===== src/rtl/poker_bet_settle_pkg.sv =====
// poker_pkg: shared types and constants for the poker bet-settlement block.
//   state_e      : round sequencer states
//   WIN_*        : winner output codes
//   CARD_MAX     : highest legal card value
//   ANTE         : chips each player antes at round start
//   PENALTY      : chips forfeited when folding a 10 (TEN_FOLD_PENALTY_EN builds)
//   card_winner  : showdown comparison helper
package poker_pkg;

  typedef enum logic [2:0] {
    ST_IDLE   = 3'd0,
    ST_ANTE   = 3'd1,
    ST_BET    = 3'd2,
    ST_SHOW   = 3'd3,
    ST_SETTLE = 3'd4,
    ST_OVER   = 3'd5
  } state_e;

  localparam logic [1:0] WIN_NONE  = 2'b00;
  localparam logic [1:0] WIN_A     = 2'b01;
  localparam logic [1:0] WIN_B     = 2'b10;
  localparam logic [1:0] WIN_SPLIT = 2'b11;

  localparam int CARD_MAX = 10;
  localparam int ANTE     = 1;
  localparam int PENALTY  = 10;

  // Higher card wins; equal cards split the pot.
  function automatic logic [1:0] card_winner(input logic [7:0] card_a,
                                             input logic [7:0] card_b);
    logic [1:0] w;
    if (card_a > card_b) begin
      w = WIN_A;
    end else if (card_b > card_a) begin
      w = WIN_B;
    end else begin
      w = WIN_SPLIT;
    end
    return w;
  endfunction

endpackage


===== src/rtl/poker_bet_settle_if.sv =====
// poker_bet_settle_if: bet-entry and status bundle between the bet counter /
// table controller (master) and the settlement block (slave).
//   master drives : start, bet_valid, bet_amt, fold, card_a, card_b
//   slave drives  : turn, min_bet, max_bet, chips_a, chips_b, pot,
//                   bet_err, round_done, winner, game_over
interface poker_bet_settle_if #(
  parameter int W  = 8,
  parameter int CW = 4
);
  logic          start;
  logic          bet_valid;
  logic [W-1:0]  bet_amt;
  logic          fold;
  logic [CW-1:0] card_a;
  logic [CW-1:0] card_b;

  logic          turn;
  logic [W-1:0]  min_bet;
  logic [W-1:0]  max_bet;
  logic [W-1:0]  chips_a;
  logic [W-1:0]  chips_b;
  logic [W-1:0]  pot;
  logic          bet_err;
  logic          round_done;
  logic [1:0]    winner;
  logic          game_over;

  modport master (
    output start, bet_valid, bet_amt, fold, card_a, card_b,
    input  turn, min_bet, max_bet, chips_a, chips_b, pot,
           bet_err, round_done, winner, game_over
  );

  modport slave (
    input  start, bet_valid, bet_amt, fold, card_a, card_b,
    output turn, min_bet, max_bet, chips_a, chips_b, pot,
           bet_err, round_done, winner, game_over
  );
endinterface


===== src/rtl/poker_bet_settle_check.sv =====
// poker_bet_check: combinational betting rules for the player to act.
//   turn                : player to act (0=A, 1=B)
//   chips_a/b           : current stacks
//   contrib_a/b         : chips each player has put in this round
//   acted               : per-player acted flags (bit0=A, bit1=B)
//   bet_amt             : offered bet
//   min_bet / max_bet   : call amount and bet ceiling
//   legal               : bet_amt lies within [min_bet, max_bet]
//   go_show             : a legal bet_amt would close the betting round
module poker_bet_check #(
  parameter int W = 8
) (
  input  logic         turn,
  input  logic [W-1:0] chips_a,
  input  logic [W-1:0] chips_b,
  input  logic [W-1:0] contrib_a,
  input  logic [W-1:0] contrib_b,
  input  logic [1:0]   acted,
  input  logic [W-1:0] bet_amt,
  output logic [W-1:0] min_bet,
  output logic [W-1:0] max_bet,
  output logic         legal,
  output logic         go_show
);

  logic [W-1:0] own_stack_s;
  logic [W-1:0] opp_stack_s;
  logic [W-1:0] own_contrib_s;
  logic [W-1:0] opp_contrib_s;
  logic         opp_acted_s;
  logic [W-1:0] reach_s;

  // Betting limits and round-closing condition for the player to act.
  always_comb begin
    own_stack_s   = turn ? chips_b : chips_a;
    opp_stack_s   = turn ? chips_a : chips_b;
    own_contrib_s = turn ? contrib_b : contrib_a;
    opp_contrib_s = turn ? contrib_a : contrib_b;
    opp_acted_s   = turn ? acted[0] : acted[1];
    // The player to act never leads in contribution, so this cannot wrap.
    min_bet = opp_contrib_s - own_contrib_s;
    // Raising beyond what the opponent can still match is pointless.
    reach_s = min_bet + opp_stack_s;
    max_bet = (own_stack_s < reach_s) ? own_stack_s : reach_s;
    legal   = (bet_amt >= min_bet) && (bet_amt <= max_bet);
    // Paying exactly the call equalises contributions; the round closes if
    // the opponent has already acted or someone is out of chips.
    go_show = (bet_amt == min_bet) &&
              (opp_acted_s || (own_stack_s == bet_amt) ||
               (opp_stack_s == {W{1'b0}}));
  end

endmodule


===== src/rtl/poker_bet_settle.sv =====
// poker_bet_settle: settlement end of the Indian Poker bet-entry path.
// Holds both chip stacks, the pot and turn order, validates committed bets,
// and pays out each round by fold or showdown.
//   CLK  : rising-edge clock
//   CLR  : asynchronous active-low reset
//   bus  : poker_bet_settle_if slave (bet strobes, cards, status outputs)
// Optional build macro TEN_FOLD_PENALTY_EN: folding while holding a 10 also
// costs the folder min(10, stack), paid to the winner after the pot.
module poker_bet_settle
  import poker_pkg::*;
#(
  parameter int W          = 8,
  parameter int INIT_CHIPS = 20,
  parameter int CW         = 4
) (
  input  logic           CLK,
  input  logic           CLR,
  poker_bet_settle_if.slave bus
);

  state_e       state_q, state_d;
  logic [W-1:0] chips_a_q, chips_a_d;
  logic [W-1:0] chips_b_q, chips_b_d;
  logic [W-1:0] pot_q, pot_d;
  logic [W-1:0] contrib_a_q, contrib_a_d;
  logic [W-1:0] contrib_b_q, contrib_b_d;
  logic         carry_q, carry_d;
  logic         turn_q, turn_d;
  logic         starter_q, starter_d;
  logic [1:0]   acted_q, acted_d;
  logic [1:0]   winner_q, winner_d;
  logic         bet_err_q, bet_err_d;
  logic         round_done_q, round_done_d;
  logic         game_over_q, game_over_d;
`ifdef TEN_FOLD_PENALTY_EN
  logic         pen_q, pen_d;
  logic [W-1:0] fine_s;
`endif

  logic [W-1:0] min_bet_s;
  logic [W-1:0] max_bet_s;
  logic         legal_s;
  logic         go_show_s;
  logic         bet_fire_s;
  logic [W-1:0] pay_a_s;
  logic [W-1:0] pay_b_s;

  poker_bet_check #(.W(W)) u_check (
    .turn      (turn_q),
    .chips_a   (chips_a_q),
    .chips_b   (chips_b_q),
    .contrib_a (contrib_a_q),
    .contrib_b (contrib_b_q),
    .acted     (acted_q),
    .bet_amt   (bus.bet_amt),
    .min_bet   (min_bet_s),
    .max_bet   (max_bet_s),
    .legal     (legal_s),
    .go_show   (go_show_s)
  );

  // A fold in the same cycle pre-empts any bet strobe.
  assign bet_fire_s = (state_q == ST_BET) && !bus.fold && bus.bet_valid;

  // Stacks after paying the pot (and any fold penalty) to the winner.
  always_comb begin
    pay_a_s = chips_a_q;
    pay_b_s = chips_b_q;
`ifdef TEN_FOLD_PENALTY_EN
    fine_s  = {W{1'b0}};
`endif
    case (winner_q)
      WIN_A:     pay_a_s = chips_a_q + pot_q;
      WIN_B:     pay_b_s = chips_b_q + pot_q;
      WIN_SPLIT: begin
        pay_a_s = chips_a_q + (pot_q >> 1);
        pay_b_s = chips_b_q + (pot_q >> 1);
      end
      default: begin
        pay_a_s = chips_a_q;
        pay_b_s = chips_b_q;
      end
    endcase
`ifdef TEN_FOLD_PENALTY_EN
    if (pen_q && (winner_q == WIN_A)) begin
      fine_s  = (pay_b_s < W'(PENALTY)) ? pay_b_s : W'(PENALTY);
      pay_b_s = pay_b_s - fine_s;
      pay_a_s = pay_a_s + fine_s;
    end else if (pen_q && (winner_q == WIN_B)) begin
      fine_s  = (pay_a_s < W'(PENALTY)) ? pay_a_s : W'(PENALTY);
      pay_a_s = pay_a_s - fine_s;
      pay_b_s = pay_b_s + fine_s;
    end else begin
      fine_s  = {W{1'b0}};
    end
`endif
  end

  // Round sequencer next-state.
  always_comb begin
    state_d = state_q;
    case (state_q)
      ST_IDLE:   state_d = bus.start ? ST_ANTE : ST_IDLE;
      ST_ANTE:   state_d = ST_BET;
      ST_BET: begin
        if (bus.fold) begin
          state_d = ST_SETTLE;
        end else if (bet_fire_s && legal_s && go_show_s) begin
          state_d = ST_SHOW;
        end else begin
          state_d = ST_BET;
        end
      end
      ST_SHOW:   state_d = ST_SETTLE;
      ST_SETTLE: begin
        if ((pay_a_s == {W{1'b0}}) || (pay_b_s == {W{1'b0}})) begin
          state_d = ST_OVER;
        end else begin
          state_d = ST_IDLE;
        end
      end
      ST_OVER:   state_d = ST_OVER;
      default:   state_d = ST_IDLE;
    endcase
  end

  // Datapath and registered-output next values.
  always_comb begin
    chips_a_d   = chips_a_q;
    chips_b_d   = chips_b_q;
    pot_d       = pot_q;
    contrib_a_d = contrib_a_q;
    contrib_b_d = contrib_b_q;
    carry_d     = carry_q;
    turn_d      = turn_q;
    starter_d   = starter_q;
    acted_d     = acted_q;
    winner_d    = winner_q;
    bet_err_d   = 1'b0;
`ifdef TEN_FOLD_PENALTY_EN
    pen_d       = pen_q;
`endif
    case (state_q)
      ST_IDLE: begin
        if (bus.start) begin
          winner_d = WIN_NONE;
        end else begin
          winner_d = winner_q;
        end
      end
      ST_ANTE: begin
        chips_a_d   = chips_a_q - W'(ANTE);
        chips_b_d   = chips_b_q - W'(ANTE);
        contrib_a_d = W'(ANTE);
        contrib_b_d = W'(ANTE);
        // Any odd chip left over from a split rolls into this pot.
        pot_d       = W'(2 * ANTE) + W'(carry_q);
        carry_d     = 1'b0;
        turn_d      = starter_q;
        acted_d     = 2'b00;
      end
      ST_BET: begin
        if (bus.fold) begin
          winner_d = turn_q ? WIN_A : WIN_B;
`ifdef TEN_FOLD_PENALTY_EN
          pen_d = ((turn_q ? bus.card_b : bus.card_a) == CW'(CARD_MAX));
`endif
        end else if (bet_fire_s && legal_s) begin
          if (turn_q) begin
            chips_b_d   = chips_b_q - bus.bet_amt;
            contrib_b_d = contrib_b_q + bus.bet_amt;
            acted_d[1]  = 1'b1;
          end else begin
            chips_a_d   = chips_a_q - bus.bet_amt;
            contrib_a_d = contrib_a_q + bus.bet_amt;
            acted_d[0]  = 1'b1;
          end
          pot_d  = pot_q + bus.bet_amt;
          turn_d = go_show_s ? turn_q : ~turn_q;
        end else begin
          bet_err_d = bet_fire_s;
        end
      end
      ST_SHOW: begin
        winner_d = card_winner(8'(bus.card_a), 8'(bus.card_b));
`ifdef TEN_FOLD_PENALTY_EN
        pen_d    = 1'b0;
`endif
      end
      ST_SETTLE: begin
        chips_a_d = pay_a_s;
        chips_b_d = pay_b_s;
        carry_d   = (winner_q == WIN_SPLIT) ? pot_q[0] : carry_q;
        pot_d     = {W{1'b0}};
        starter_d = ~starter_q;
      end
      ST_OVER: begin
        chips_a_d = chips_a_q;
        chips_b_d = chips_b_q;
      end
      default: begin
        chips_a_d = chips_a_q;
        chips_b_d = chips_b_q;
      end
    endcase
    // These pulses line up with the state they describe.
    round_done_d = (state_d == ST_SETTLE);
    game_over_d  = (state_d == ST_OVER);
  end

  // Sequencer state register.
  always_ff @(posedge CLK or negedge CLR) begin
    if (!CLR) begin
      state_q <= ST_IDLE;
    end else begin
      state_q <= state_d;
    end
  end

  // Datapath and output registers.
  always_ff @(posedge CLK or negedge CLR) begin
    if (!CLR) begin
      chips_a_q    <= W'(INIT_CHIPS);
      chips_b_q    <= W'(INIT_CHIPS);
      pot_q        <= {W{1'b0}};
      contrib_a_q  <= {W{1'b0}};
      contrib_b_q  <= {W{1'b0}};
      carry_q      <= 1'b0;
      turn_q       <= 1'b0;
      starter_q    <= 1'b0;
      acted_q      <= 2'b00;
      winner_q     <= WIN_NONE;
      bet_err_q    <= 1'b0;
      round_done_q <= 1'b0;
      game_over_q  <= 1'b0;
`ifdef TEN_FOLD_PENALTY_EN
      pen_q        <= 1'b0;
`endif
    end else begin
      chips_a_q    <= chips_a_d;
      chips_b_q    <= chips_b_d;
      pot_q        <= pot_d;
      contrib_a_q  <= contrib_a_d;
      contrib_b_q  <= contrib_b_d;
      carry_q      <= carry_d;
      turn_q       <= turn_d;
      starter_q    <= starter_d;
      acted_q      <= acted_d;
      winner_q     <= winner_d;
      bet_err_q    <= bet_err_d;
      round_done_q <= round_done_d;
      game_over_q  <= game_over_d;
`ifdef TEN_FOLD_PENALTY_EN
      pen_q        <= pen_d;
`endif
    end
  end

  assign bus.turn       = turn_q;
  assign bus.min_bet    = min_bet_s;
  assign bus.max_bet    = max_bet_s;
  assign bus.chips_a    = chips_a_q;
  assign bus.chips_b    = chips_b_q;
  assign bus.pot        = pot_q;
  assign bus.bet_err    = bet_err_q;
  assign bus.round_done = round_done_q;
  assign bus.winner     = winner_q;
  assign bus.game_over  = game_over_q;

endmodule


===== src/flat_wrapper.sv =====
// flat-port wrapper written by rule: the top's interface ports become plain ports
module poker_bet_settle_flat import poker_pkg::*;
#(
  parameter int W          = 8,
  parameter int INIT_CHIPS = 20,
  parameter int CW         = 4
)
  (CLK, CLR, bus_start, bus_bet_valid, bus_bet_amt, bus_fold, bus_card_a, bus_card_b, bus_turn, bus_min_bet, bus_max_bet, bus_chips_a, bus_chips_b, bus_pot, bus_bet_err, bus_round_done, bus_winner, bus_game_over);
  poker_bet_settle_if #(.W(W), .CW(CW)) bus_i ();
  input  logic CLK;
  input  logic CLR;
  input wire logic [$bits(bus_i.start)-1:0] bus_start;
  input wire logic [$bits(bus_i.bet_valid)-1:0] bus_bet_valid;
  input wire logic [$bits(bus_i.bet_amt)-1:0] bus_bet_amt;
  input wire logic [$bits(bus_i.fold)-1:0] bus_fold;
  input wire logic [$bits(bus_i.card_a)-1:0] bus_card_a;
  input wire logic [$bits(bus_i.card_b)-1:0] bus_card_b;
  output wire logic [$bits(bus_i.turn)-1:0] bus_turn;
  output wire logic [$bits(bus_i.min_bet)-1:0] bus_min_bet;
  output wire logic [$bits(bus_i.max_bet)-1:0] bus_max_bet;
  output wire logic [$bits(bus_i.chips_a)-1:0] bus_chips_a;
  output wire logic [$bits(bus_i.chips_b)-1:0] bus_chips_b;
  output wire logic [$bits(bus_i.pot)-1:0] bus_pot;
  output wire logic [$bits(bus_i.bet_err)-1:0] bus_bet_err;
  output wire logic [$bits(bus_i.round_done)-1:0] bus_round_done;
  output wire logic [$bits(bus_i.winner)-1:0] bus_winner;
  output wire logic [$bits(bus_i.game_over)-1:0] bus_game_over;
  assign bus_i.start = bus_start;
  assign bus_i.bet_valid = bus_bet_valid;
  assign bus_i.bet_amt = bus_bet_amt;
  assign bus_i.fold = bus_fold;
  assign bus_i.card_a = bus_card_a;
  assign bus_i.card_b = bus_card_b;
  assign bus_turn = bus_i.turn;
  assign bus_min_bet = bus_i.min_bet;
  assign bus_max_bet = bus_i.max_bet;
  assign bus_chips_a = bus_i.chips_a;
  assign bus_chips_b = bus_i.chips_b;
  assign bus_pot = bus_i.pot;
  assign bus_bet_err = bus_i.bet_err;
  assign bus_round_done = bus_i.round_done;
  assign bus_winner = bus_i.winner;
  assign bus_game_over = bus_i.game_over;
  poker_bet_settle #(.W(W), .INIT_CHIPS(INIT_CHIPS), .CW(CW)) u_core (.CLK(CLK), .CLR(CLR), .bus(bus_i));
endmodule

===== config.mk =====
export PLATFORM = sky130hd
export DESIGN_NAME = poker_bet_settle_flat
export DESIGN_NICKNAME = d
export VERILOG_FILES = /design/src/rtl/poker_bet_settle_pkg.sv /design/src/rtl/poker_bet_settle_if.sv /design/src/rtl/poker_bet_settle_check.sv /design/src/rtl/poker_bet_settle.sv /design/src/flat_wrapper.sv
export SDC_FILE = /design/constraint.sdc
export NUM_CORES = 1
export LEC_CHECK = 0
export CORE_MARGIN = 2
export CORE_UTILIZATION = 54
export DETAILED_ROUTE_END_ITERATION = 12
export HOLD_SLACK_MARGIN = 0.08
export PLACE_DENSITY = 0.78
export SLEW_MARGIN = 20
export SYNTH_ARGS = -nofsm -noshare
export SYNTH_HDL_FRONTEND = slang
export SYNTH_HIERARCHICAL = 1
export SYNTH_SLANG_ARGS = --single-unit

===== constraint.sdc =====
create_clock -name CLK -period 7.6 [get_ports CLK]
set_input_delay 1.52 -clock CLK [delete_from_list [all_inputs] [get_ports CLK]]
set_output_delay 1.52 -clock CLK [all_outputs]
set_load 0.005 [all_outputs]

==> metrics.txt <==
# setup viols final=0; predominant post-synthesis flop cell=dfrtp_1; Post-synth ARST share=100.0%; status=completed; final layout net count=963; most used cell, CP=ha_1; antenna diode count=0; startpoint types=register; Req. time, crit path=7780 ps; WP data arrival=7550 ps; number of synthesized flops with an enable pin=0; DR WL met3=1.173 mm; via count=6208; Num CTS Buffers=5; setup_tns=0 ps; grt ovf=0; Period minus WS final=7364 ps; first-pass GRT wire length=29.99 mm; post-synth cell types=82; CTS HTree Levels=2; Synth Area in XOR/XNOR=8.488%; Synth Area in Adders=19.61%; initial antenna violation count=0; min-delay worst type=register to register; # Max-Cap Violations=0; Synth Area in Simple Gates=18.05%; fin crit share=96.90%; main combinational cell family by area after synthesis=compound AO/OA/AOI/OAI gates; clock tree sinks=53; Setup Skew=7.101 ps; syn nets=894; maximum fanout along the worst path=11; hold violation count in the final report=0; Antenna Nets Post-Route=0; cell type group with the largest total delay on the critical path=compound AO/OA/AOI/OAI gates; Synth Area per Inst=8.712 µm²; CTS clk-pin slew, worst paths=70 ps; mapped cell area=0.006751 mm²; Post-DP HPWL=14.63 mm; DRC=0; clock root buffer master=clkbuf_16; number of global-route vias before repair=6029; Core Region=0.01211 mm²; wire per inst=18.63 µm; FF+latch count, synth=53; row count=40; hold_buf cts=0; Initial Util=55.74%; number of placed I/O pins=67; Slowest-stage cell, CP=dfrtp_4; multiplexer area fraction after synthesis=10.17%; Routed met1 length=8.167 mm; Total Routing Usage GR=28.50%; highest routed metal layer=met4; Post-Syn Instances=775; IO buf count=66; max_slew headroom=39.36%; drt pass-1 iters=6; final hold slack=485.5 ps; post-synthesis sequential area ratio=19.72%; DIE WIDTH=115.8 µm; Die Area=0.01341 mm²; routability cong.=0.9241; Synthesis Warnings=6; Setup CP Type=register to register; largest net degree at the start of global routing=54; 1st-iter DRT viols=535; CTS max path bufs=2; CTS tree=done; DIE HEIGHT=115.8 µm; Worst Tran Pin Value=909.6 ps; worst skew pair latency=300 ps; critical path's largest stage delay=540 ps; via density per instance=6.128; Reg2Reg Setup Slack=240 ps; worst path bufs/invs=3; wirelength, routed=18.88 mm; Slew Limit Fails=0; WL met2=9.052 mm; share of cells above drive strength 1=10.53%; Max Fclk=135.8 MHz; Compound-Gate Fraction of Synth Area=19.74%; Area growth syn-to-layout=16.51%; CP Capture Type=register
-- timing repair --
item,CTS,global route
setup endpoints to repair,2,44
pin swaps,0,2
setup buffers,0,12
gates resized for setup,1,6
-- cell families (layout without fill, tap and decap cells) --
group | count (synthesis) | in the layout
and+or+nand+nor | 232 | 232
AOI/OAI and AO/OA | 195 | 195
adders and majority gates | 101 | 101
buffers and inverters | 69 | 139
xor gates and xnor gates | 63 | 63
muxes | 62 | 62
DFF | 53 | 53
-- flip-flops by register name, summed over array words and instances, names as in the netlist --
register,cells
u_core/contrib_a_q,8
u_core/bus.chips_a,8
u_core/bus.pot,8
u_core/bus.turn,1
u_core/bus.game_over,1
u_core/contrib_b_q,8
u_core/bus.chips_b,8
u_core/carry_q,1
u_core/starter_q,1
u_core/acted_q,2
u_core/bus.bet_err,1
u_core/bus.winner,2
u_core/state_q,3
u_core/bus.round_done,1
-- cell type report --
| class | instances | area, µm² |
|---|---|---|
| repair buffers | 88 | 820.8 |
| fillers | 1022 | 4245 |
| inverters | 43 | 161.4 |
| clock buffers | 5 | 125.1 |
| flip-flops and latches | 53 | 1335 |
| well taps | 168 | 210.2 |
| clock inverters | 3 | 47.55 |
| multi-input cells | 653 | 5166 |
-- per-stage QoR --
stage,setup WS (ps),util [%],std cells,area [µm²]
floorplan,1.619,-,775,6754
global placement,240.7,62.50,993,7570
detailed placement,-50.84,62.50,993,7570
CTS,59.81,63.97,1001,7747
global route,-55.91,64.95,1013,7866
finish,235.9,64.95,1013,7866
-- placed cells by master (no fill, tap or decap), types with 9 or more instances in the layout --
cell type and n:
mux2_2 21, a21o_1 21, nand3_1 15, a22o_1 11, a21oi_1 50, clkdlybuf4s50_1 65
xor2_1 20, nor2b_1 23, mux2i_1 32, buf_4 22, dfrtp_1 48, o21ai_0 31
nor2_1 42, nand2_1 68, nor3_1 11, fa_1 9, nand2b_1 17, o31ai_1 9
xnor2_1 39, ha_1 89, inv_1 41
-- layer usage --
metal  up-vias  global-route usage [%]
met3        42                   4.184
met1      2965                   38.25
li1       2970                       -
met4         0                   8.810
met2       231                   47.72
met5         -                       0
-- Yosys cell counts, types with 5 or more instances --
master / count / area [µm²]
nor2_1: 42 / 157.7
nor4_1: 7 / 43.79
mux2_2: 21 / 236.5
nand4_1: 6 / 37.54
nand3_1: 15 / 75.07
a21o_1: 21 / 157.7
xnor2_1: 40 / 350.3
ha_1: 89 / 1114
nand2_1: 68 / 255.2
o22ai_1: 6 / 37.54
o31ai_1: 9 / 67.56
nor2b_1: 23 / 143.9
inv_1: 41 / 153.9
a22o_1: 11 / 96.34
mux2i_1: 32 / 320.3
o211ai_1: 6 / 45.04
clkbuf_1: 15 / 56.30
xor2_1: 21 / 183.9
dfrtp_1: 49 / 1226
nand3b_1: 7 / 52.55
fa_1: 9 / 180.2
or3_1: 5 / 31.28
o41ai_1: 5 / 43.79
buf_2: 6 / 30.03
a21oi_1: 52 / 260.3
nor3_1: 11 / 55.05
o21a_1: 6 / 45.04
nand2b_1: 17 / 106.4
o21ai_1: 7 / 35.03
o21ai_0: 31 / 155.2
-- path summary, 6_finish.rpt --
check,startpoint,end,cells past startpoint
max,u_core/bus.turn$_DFFE_PN0P_,u_core/bus.chips_a[0]$_DFFE_PN0P_,35
min,u_core/starter_q$_DFFE_PN0P_,u_core/starter_q$_DFFE_PN0P_,1
max reg2reg,u_core/bus.turn$_DFFE_PN0P_,u_core/bus.chips_a[0]$_DFFE_PN0P_,35
min reg2reg,u_core/starter_q$_DFFE_PN0P_,u_core/starter_q$_DFFE_PN0P_,1
max in group asynchronous,CLR,u_core/bus.turn$_DFFE_PN0P_,2
min in group asynchronous,CLR,u_core/bus.round_done$_DFF_PN0_,2
Power is not shown: default switching activity piles up to over one toggle a cycle in this logic, so the estimate is an artifact.
